<file path="config.mk">
export PLATFORM = sky130hd
export DESIGN_NAME = fp_div
export DESIGN_NICKNAME = d
export VERILOG_FILES = /design/src/rtl/fp_div_pkg.sv /design/src/rtl/fp_div_step.sv /design/src/rtl/fp_div.sv
export SDC_FILE = /design/constraint.sdc
export NUM_CORES = 1
export LEC_CHECK = 0
export CORE_MARGIN = 8
export CORE_UTILIZATION = 45
export DETAILED_ROUTE_END_ITERATION = 8
export GPL_TIMING_DRIVEN = 1
export PLACE_DENSITY = 0.71
export SETUP_SLACK_MARGIN = 0.2
export SLEW_MARGIN = 0
export SYNTH_ARGS = -nofsm -noshare
export SYNTH_HDL_FRONTEND = slang
export SYNTH_SLANG_ARGS = --single-unit
</file>
<file path="constraint.sdc">
create_clock -name clk -period 3.5 [get_ports clk]
set_input_delay 0.525 -clock clk [delete_from_list [all_inputs] [get_ports clk]]
set_output_delay 0.525 -clock clk [all_outputs]
set_load 0.05 [all_outputs]
</file>
<file path="src/rtl/fp_div_pkg.sv">
// Shared fixed-point constants, divider state encoding and counter sizing helper.
// No logic of its own; imported by the fp_* blocks.
package fp_div_pkg;

  localparam int FP_WIDTH      = 32;
  localparam int FP_INT_WIDTH  = 16;
  localparam int FP_FRAC_WIDTH = 16;

  typedef enum logic [1:0] {
    ST_IDLE = 2'd0,
    ST_RUN  = 2'd1,
    ST_DONE = 2'd2
  } div_state_t;

  // Counter must be able to hold the value ITERATIONS itself.
  function automatic int cnt_width(input int iterations);
    return $clog2(iterations + 1);
  endfunction

endpackage

</file>
<file path="src/rtl/fp_div_step.sv">
// One restoring-division step: shift the next dividend bit in, subtract when it fits.
// Purely combinational, zero latency, no flow control.
module fp_div_step #(
  parameter int WIDTH = 32
) (
  input  logic [WIDTH:0]   rem_in,
  input  logic [WIDTH-1:0] divisor,
  input  logic             next_bit,
  output logic [WIDTH:0]   rem_out,
  output logic             q_bit
);

  logic [WIDTH+1:0] shifted;
  logic [WIDTH:0]   diff;

  always_comb begin
    shifted = {rem_in, next_bit};
    q_bit   = (shifted >= {2'b00, divisor});
    diff    = shifted[WIDTH:0] - {1'b0, divisor};
    rem_out = q_bit ? diff : shifted[WIDTH:0];
  end

endmodule

</file>
<file path="src/rtl/fp_div.sv">
// Unsigned fixed-point divider, one restoring step per cycle; done pulses WIDTH+FRAC_WIDTH+1
// cycles after go (1 cycle on divide-by-zero). No backpressure: go is only accepted in IDLE.
module fp_div
  import fp_div_pkg::*;
#(
  parameter int WIDTH      = FP_WIDTH,
  parameter int INT_WIDTH  = FP_INT_WIDTH,
  parameter int FRAC_WIDTH = FP_FRAC_WIDTH
) (
  input  logic             clk,
  input  logic             reset_n,
  input  logic             go,
  input  logic [WIDTH-1:0] left,
  input  logic [WIDTH-1:0] right,
  output logic [WIDTH-1:0] out_quotient,
  output logic [WIDTH-1:0] out_remainder,
  output logic             done,
  output logic             div_by_zero,
  output logic             overflow
);

  localparam int ITERATIONS = WIDTH + FRAC_WIDTH;
  localparam int CNT_W      = cnt_width(ITERATIONS);
  localparam int DVD_W      = WIDTH + FRAC_WIDTH;
  localparam logic [CNT_W-1:0] LAST_STEP = CNT_W'(ITERATIONS - 1);

  if (WIDTH != INT_WIDTH + FRAC_WIDTH) begin : g_bad_format
    $error("fp_div: WIDTH must equal INT_WIDTH + FRAC_WIDTH");
  end

  div_state_t       state, state_nxt;
  logic [DVD_W-1:0] dividend;
  logic [DVD_W-1:0] quot;
  logic [DVD_W-1:0] quot_nxt;
  logic [WIDTH-1:0] divisor;
  logic [WIDTH:0]   rem;
  logic [WIDTH:0]   rem_nxt;
  logic [CNT_W-1:0] cnt;
  logic             q_bit;
  logic             start;
  logic             last_step;

  assign start     = (state == ST_IDLE) && go;
  assign last_step = (state == ST_RUN) && (cnt == LAST_STEP);
  assign quot_nxt  = {quot[DVD_W-2:0], q_bit};

  fp_div_step #(
    .WIDTH (WIDTH)
  ) u_step (
    .rem_in   (rem),
    .divisor  (divisor),
    .next_bit (dividend[DVD_W-1]),
    .rem_out  (rem_nxt),
    .q_bit    (q_bit)
  );

  always_ff @(posedge clk or negedge reset_n) begin
    if (!reset_n) begin
      state <= ST_IDLE;
    end else begin
      state <= state_nxt;
    end
  end

  always_comb begin
    state_nxt = state;
    case (state)
      ST_IDLE: begin
        if (go) begin
          state_nxt = (right == '0) ? ST_DONE : ST_RUN;
        end
      end
      ST_RUN: begin
        if (cnt == LAST_STEP) begin
          state_nxt = ST_DONE;
        end
      end
      ST_DONE: state_nxt = ST_IDLE;
      default: state_nxt = ST_IDLE;
    endcase
  end

  always_comb begin
    done = (state == ST_DONE);
  end

  // Iteration datapath: dividend streams out MSB first while the quotient streams in.
  always_ff @(posedge clk or negedge reset_n) begin
    if (!reset_n) begin
      dividend <= '0;
      divisor  <= '0;
      rem      <= '0;
      quot     <= '0;
      cnt      <= '0;
    end else if (start) begin
      dividend <= {left, {FRAC_WIDTH{1'b0}}};
      divisor  <= right;
      rem      <= '0;
      quot     <= '0;
      cnt      <= '0;
    end else if (state == ST_RUN) begin
      dividend <= {dividend[DVD_W-2:0], 1'b0};
      rem      <= rem_nxt;
      quot     <= quot_nxt;
      cnt      <= cnt + 1'b1;
    end
  end

  // Results are captured only on the edge that enters DONE, then held.
  always_ff @(posedge clk or negedge reset_n) begin
    if (!reset_n) begin
      out_quotient  <= '0;
      out_remainder <= '0;
      div_by_zero   <= 1'b0;
      overflow      <= 1'b0;
    end else if (start && (right == '0)) begin
      out_quotient  <= '1;
      out_remainder <= left;
      div_by_zero   <= 1'b1;
      overflow      <= 1'b0;
    end else if (last_step) begin
      out_quotient  <= quot_nxt[WIDTH-1:0];
      out_remainder <= rem_nxt[WIDTH-1:0];
      div_by_zero   <= 1'b0;
      overflow      <= |quot_nxt[DVD_W-1:WIDTH];
    end
  end

endmodule

</file>
== Word-level counts from Yosys, hierarchy flattened ==
Index checks and enable logic that the tools add are counted.

* Register bits: 234
* Word-level logic and storage cells: 48

* $add $sub $neg: 2
* $lt $le $gt $ge: 1
* Equal/unequal tests: 5
* Mux-type cells: 21
* Reductions and logical operators: 9

{| class="wikitable"
|+ Operators with widths
! kind !! count
|-
| 2-to-1 mux 32 bit || 4
|-
| 2-to-1 mux 33 bit || 3
|-
| 2-to-1 mux 48 bit || 2
|-
| 2-to-1 mux 47 bit || 2
|-
| greater-or-equal comparator 34 x 32 -> 1 bit || 1
|-
| subtractor 33 x 32 -> 33 bit || 1
|-
| logical NOT 32 bit || 1
|-
| OR reduction 16 bit || 1
|-
| 2-to-1 mux 6 bit || 2
|-
| adder 6 x 1 -> 6 bit (second input constant) || 1
|-
| equality test 6 bit (second input constant) || 1
|-
| 2-to-1 mux 2 bit || 3
|-
| 2-to-1 mux 1 bit || 4
|-
| inequality test 2 bit (second input constant) || 2
|-
| one-hot mux 2 bit (2 select lines) || 1
|-
| nonzero test 2 bit || 2
|-
| logical AND 1 bit || 3
|-
| equality test 2 x 1 -> 1 bit (second input constant) || 1
|-
| equality test 2 bit (second input constant) || 1
|-
| logical NOT 2 bit || 1
|-
| AND reduction 2 bit || 1
|}

== Logic depth before layout (Yosys ltp) ==
* Depth after elaboration: 4
* Gate-level depth with buffers: 15

== Modules after synthesis ==
A second synthesis with hierarchy kept.

* Cells, all modules: 1211
* Area, all modules: 11373.4 um2

{| class="wikitable"
|+ By module, submodules not included
! module !! instances !! cells each !! area each (um2) !! seq. area each (um2)
|-
| fp_div || 1 || 865 || 9182.6 || 5455.2
|-
| fp_div_step || 1 || 346 || 2190.9 || 0.0
|}

== Least setup slack after synthesis ==
No wires, ideal clock.

* Kind: flip-flop to flip-flop
* Start point: reg dividend[47]
* End point: reg out_remainder[26]
* Library setup time: 126 ps
* Data arrival time: 2572 ps
* Setup slack: 802 ps
* Stages on the path, launching flop included: 15
* Buffers on the path: 1
* Path through: dfrtp_1 -> inv_1 -> ha_1 -> inv_1 -> fa_1 -> a211oi_1 -> o21ai_1 -> nand2_2 -> o221ai_2 -> a31oi_4 -> a21oi_4 -> buf_6 -> nand2_1 -> a21oi_1 -> a221o_1

* Cells in the longest elaborated chain, start to end: 4

{| class="wikitable"
|+ Ends and longest elaborated chain
! element !! line !! text
|-
| start, declared || fp_div.sv:32 || <nowiki>logic [DVD_W-1:0] dividend;</nowiki>
|-
| start signal, assigned || fp_div.sv:96 || <nowiki>dividend <= {left, {FRAC_WIDTH{1'b0}}};</nowiki>
|-
| start signal, assigned || fp_div.sv:102 || <nowiki>dividend <= {dividend[DVD_W-2:0], 1'b0};</nowiki>
|-
| subtractor 33 x 32 -> 33 bit / greater-or-equal comparator 34 x 32 -> 1 bit (equally long branches) || fp_div_step.sv:19, fp_div_step.sv:18 ||
|-
| 2-to-1 mux 33 bit * || fp_div_step.sv:20 || <nowiki>rem_out = q_bit ? diff : shifted[WIDTH:0];</nowiki>
|-
| 2-to-1 mux 32 bit * || fp_div.sv:121 || <nowiki>end else if (last_step) begin</nowiki>
|-
| 2-to-1 mux 32 bit * || fp_div.sv:116 || <nowiki>end else if (start && (right == '0)) begin</nowiki>
|-
| end signal, assigned || fp_div.sv:118 || <nowiki>out_remainder <= left;</nowiki>
|-
| end signal, assigned || fp_div.sv:123 || <nowiki>out_remainder <= rem_nxt[WIDTH-1:0];</nowiki>
|-
| end, declared || fp_div.sv:16 || <nowiki>output logic [WIDTH-1:0] out_remainder,</nowiki>
|}

Mark *: on every way between the ends. The rest lies on a longest branch, timed or not. The select of a mux whose other input is x is not followed.
A chain may end at the register's enable or synchronous reset.

== Final worst setup path ==
Ends and elaborated chain as after synthesis.

==> flow_summary.yaml <==
outcome:
  status: "finished clean"
logic_synthesis:
  ys_types: 58
  synth_fa_ha_area_share_pct: 3.99
  synth-main-ff-cell: "dfrtp_1"
  ys_top_cells_by_count: "296 x nand2_1, 218 x dfrtp_1, 182 x o21ai_0"
  yosysTopAreaCell: "dfrtp_1"
  async_flop_share_pct: 100
  synth_fp_nets: 1303
  synth_xor_area_share_pct: 2.66
  synth_compound_area_share_pct: 20.5
  synthCells: 1202
  yosysMostFrequentCell: "nand2_1"
  synth_warnings: 0
  synth_area_sq_um: 10800
  yosysSeqAreaShare_pct: 50.3
  netlist_top_cells_area: "dfrtp_1 50%, nand2_1 10%, o21ai_0 8.4%, a22oi_1 4.1%, ha_1 3.8%"
  ys_seq_elements: 218
  synth_mux_area_share_pct: 2.32
  synth-edff-count: 0
  synthSimpleGateAreaFrac_pct: 15.8
  synth_top_area_share_pct: 50.3
  avgSynthCellArea_sq_um: 9.02
  synth_top_family_by_area: "compound AO/OA/AOI/OAI gates"
sta:
  finalClockSkew_ns: 0.0192
  fin_ws_ns: 0.431
  post-route-min-period_ns: 3.07
  timing.final.hold_violations: 0
  period_share_pct: 87.7
  setup_viol_count_final: 0
  fin_setup_tns_ns: 0
  tightest_slew_ns: 0.981
  hold_slack_ns: 0.0533
  slew_headroom_pct: 34.6
  max_freq_mhz: 326
  rsz0062_at_grt: "no"
  finalMaxSlewViolations: 0
setup_path:
  crit_path_end_kind: "flop"
  cp.required_ns: 3.91
  crit_arrival_ns: 3.48
  cp-start-kind: "flop"
  cp_max_fo: 14
  critPathSlowestCell: "fa_1"
  reg2reg_from: "dividend[47]"
  crit_top_cell: "inv_1"
  slowest_delay_ns: 0.41
  regToRegSetupSlack_ns: 0.43
  crit_chain: "inv_1, ha_1, inv_1, fa_1, a211oi_1, o21ai_1, nand2_2, o221ai_2, a31oi_4, a21oi_4, buf_4, nand2_1, a21oi_1, a221o_1"
  crit_path_start: "dividend[47]"
  worstSetupPathType: "reg2reg"
layout:
  finalNonFillerCells: 1639
  fin_area_sq_um: 13200
  nets: 1399
  fillers: 2165
  n_antenna_cell: 0
  area_delta_synth_final_pct: 21.9
  drive_above_1_share_pct: 5.78
drt:
  vias_per_cell: 5.55
  first_pass_iters: 5
  routedWlPerCell_um: 17.5
  drc_errors: 0
  ant_nets: 0
  vias: 9097
  drt_iter0_markers: 698
  drt-total-wl_mm: 28.7
worst_hold_path:
  holdCritPathClass: "in2async"
place:
  dpl-instance-area_sq_um: 12500
  dp_cells: 1595
  place_ws_ns: 0.419
  dp_hpwl_mm: 19.3
  place_congestion: 0.900
  portBuffers: 133
clock_network:
  cts_root_buffer: "clkbuf_16"
  cts_buffers: 24
  htreeDepth: 1
  postCtsHoldBufs: 0
  clock_sinks: 218
  clkTransAtPathRegs_ns: 0.06
  cts_max_path_buffers: 3
  clock_latency_ns: 0.53
  cts_tree: "yes"
die:
  rows: 57
  die_y_um: 171
  die_area_sq_um: 29300
  coreArea_sq_um: 24000
  io_pins: 134
  die-width_um: 171
  start_util_pct: 45.3
power_and_ir_drop:
  p_leak_nw: 5.71
  powerDensity_nw_per_um2: 1100
  vdd_drop_max_v: 0.000428
job:
  cap_violations: 0
global_routing:
  grt_util_all_layers_pct: 19.8
  first_global_vias: 9131
  grt_max_degree: 146
  grt_pass1_wl_mm: 47.7
  grt-ovfl-total: 0
  grt_antenna_before_repair: 0
## state kept, by name, indices dropped and copies added, names as in the netlist
register and count:
out_quotient 32, overflow 1, divisor 32, div_by_zero 1, out_remainder 32, dividend 32, state 2, quot 47
cnt 6, rem 33
## power by group
| part | leakage (nW) | switching, mW | internal (mW) |
|---|---|---|---|
| Sequential | 2.50 | 0.607 | 3.55 |
| Clock | 0.367 | 1.02 | 1.39 |
| Combinational | 2.84 | 4.88 | 3.14 |
## metal layers
metal	track usage [%]	up-vias	part of all wire [%]
li1	-	4377	-
met1	26.2	4468	44
met2	32.6	207	48
met3	3.21	45	5.1
met4	6.47	0	2.8
met5	0	-	0
## cells in the final DEF (no fill, tap or decap), types with 6 or more instances in the layout
| cell type | netlist | final |
|---|---|---|
| dfrtp_1 | 218 | 218 |
| clkbuf_16 | 0 | 24 |
| inv_1 | 41 | 41 |
| o21ai_1 | 22 | 22 |
| nand4_1 | 15 | 15 |
| nand3_1 | 29 | 29 |
| buf_4 | 3 | 12 |
| o21ai_0 | 182 | 182 |
| clkdlybuf4s50_1 | 0 | 132 |
| xor2_1 | 14 | 14 |
| a2111oi_0 | 6 | 6 |
| ha_1 | 33 | 33 |
| nor4_1 | 14 | 14 |
| a21o_1 | 16 | 16 |
| nor2_1 | 27 | 24 |
| xnor2_1 | 19 | 19 |
| mux2i_1 | 24 | 24 |
| clkbuf_8 | 0 | 6 |
| clkbuf_1 | 61 | 8 |
| a21oi_1 | 33 | 33 |
| nand2_1 | 296 | 296 |
| a22oi_1 | 59 | 59 |
| o21bai_1 | 6 | 6 |
## per-stage QoR
stage	total power, mW	util [%]
global placement	12.0	52.0
floorplan	10.1	-
detailed placement	12.1	52.0
finish	14.6	55.2
CTS	14.6	55.2
global route	15.8	55.2
## layout make-up
| class | count | area, sq um | share of cell area (%) |
|---|---|---|---|
| flip-flops and latches | 218 | 5460 | 41.2 |
| well taps | 324 | 405 | 3.06 |
| clock inverters | 5 | 38.8 | 0.293 |
| repair buffers | 150 | 1530 | 11.5 |
| multi-input cells | 863 | 4930 | 37.3 |
| inverters | 41 | 154 | 1.16 |
| clock buffers | 38 | 713 | 5.39 |
## worst paths after layout
kind / end / depth (start not counted)
max: out_remainder[26] / 14
min: out_remainder[5] / 1
max reg2reg: out_remainder[26] / 14
min reg2reg: dividend[23] / 2
max in group asynchronous: dividend[34] / 2
min in group clk: dividend[23] / 2
## worst max-delay path, delay by kind of cell (launching register included)
family / cells / cell delay, ns
compound gates: 7 / 1.41
fa+ha+maj: 2 / 0.58
simple gates: 2 / 0.24
buf+inv: 3 / 0.37
flops: 1 / 0.36
## timing repair
item,CTS,global route
buffers inserted,0,1
endpoints found under the setup margin,0,2
resized for setup,0,0
## kinds of logic after synthesis
logic type | after synthesis
XOR/XNOR | 33
buffers and inverters | 121
adder cells (fa/ha/maj) | 34
AND/OR/NAND/NOR | 408
multiplexers | 25
AO/OA/AOI/OAI | 363
flip-flops | 218
Power figures use the tool's default switching activity.
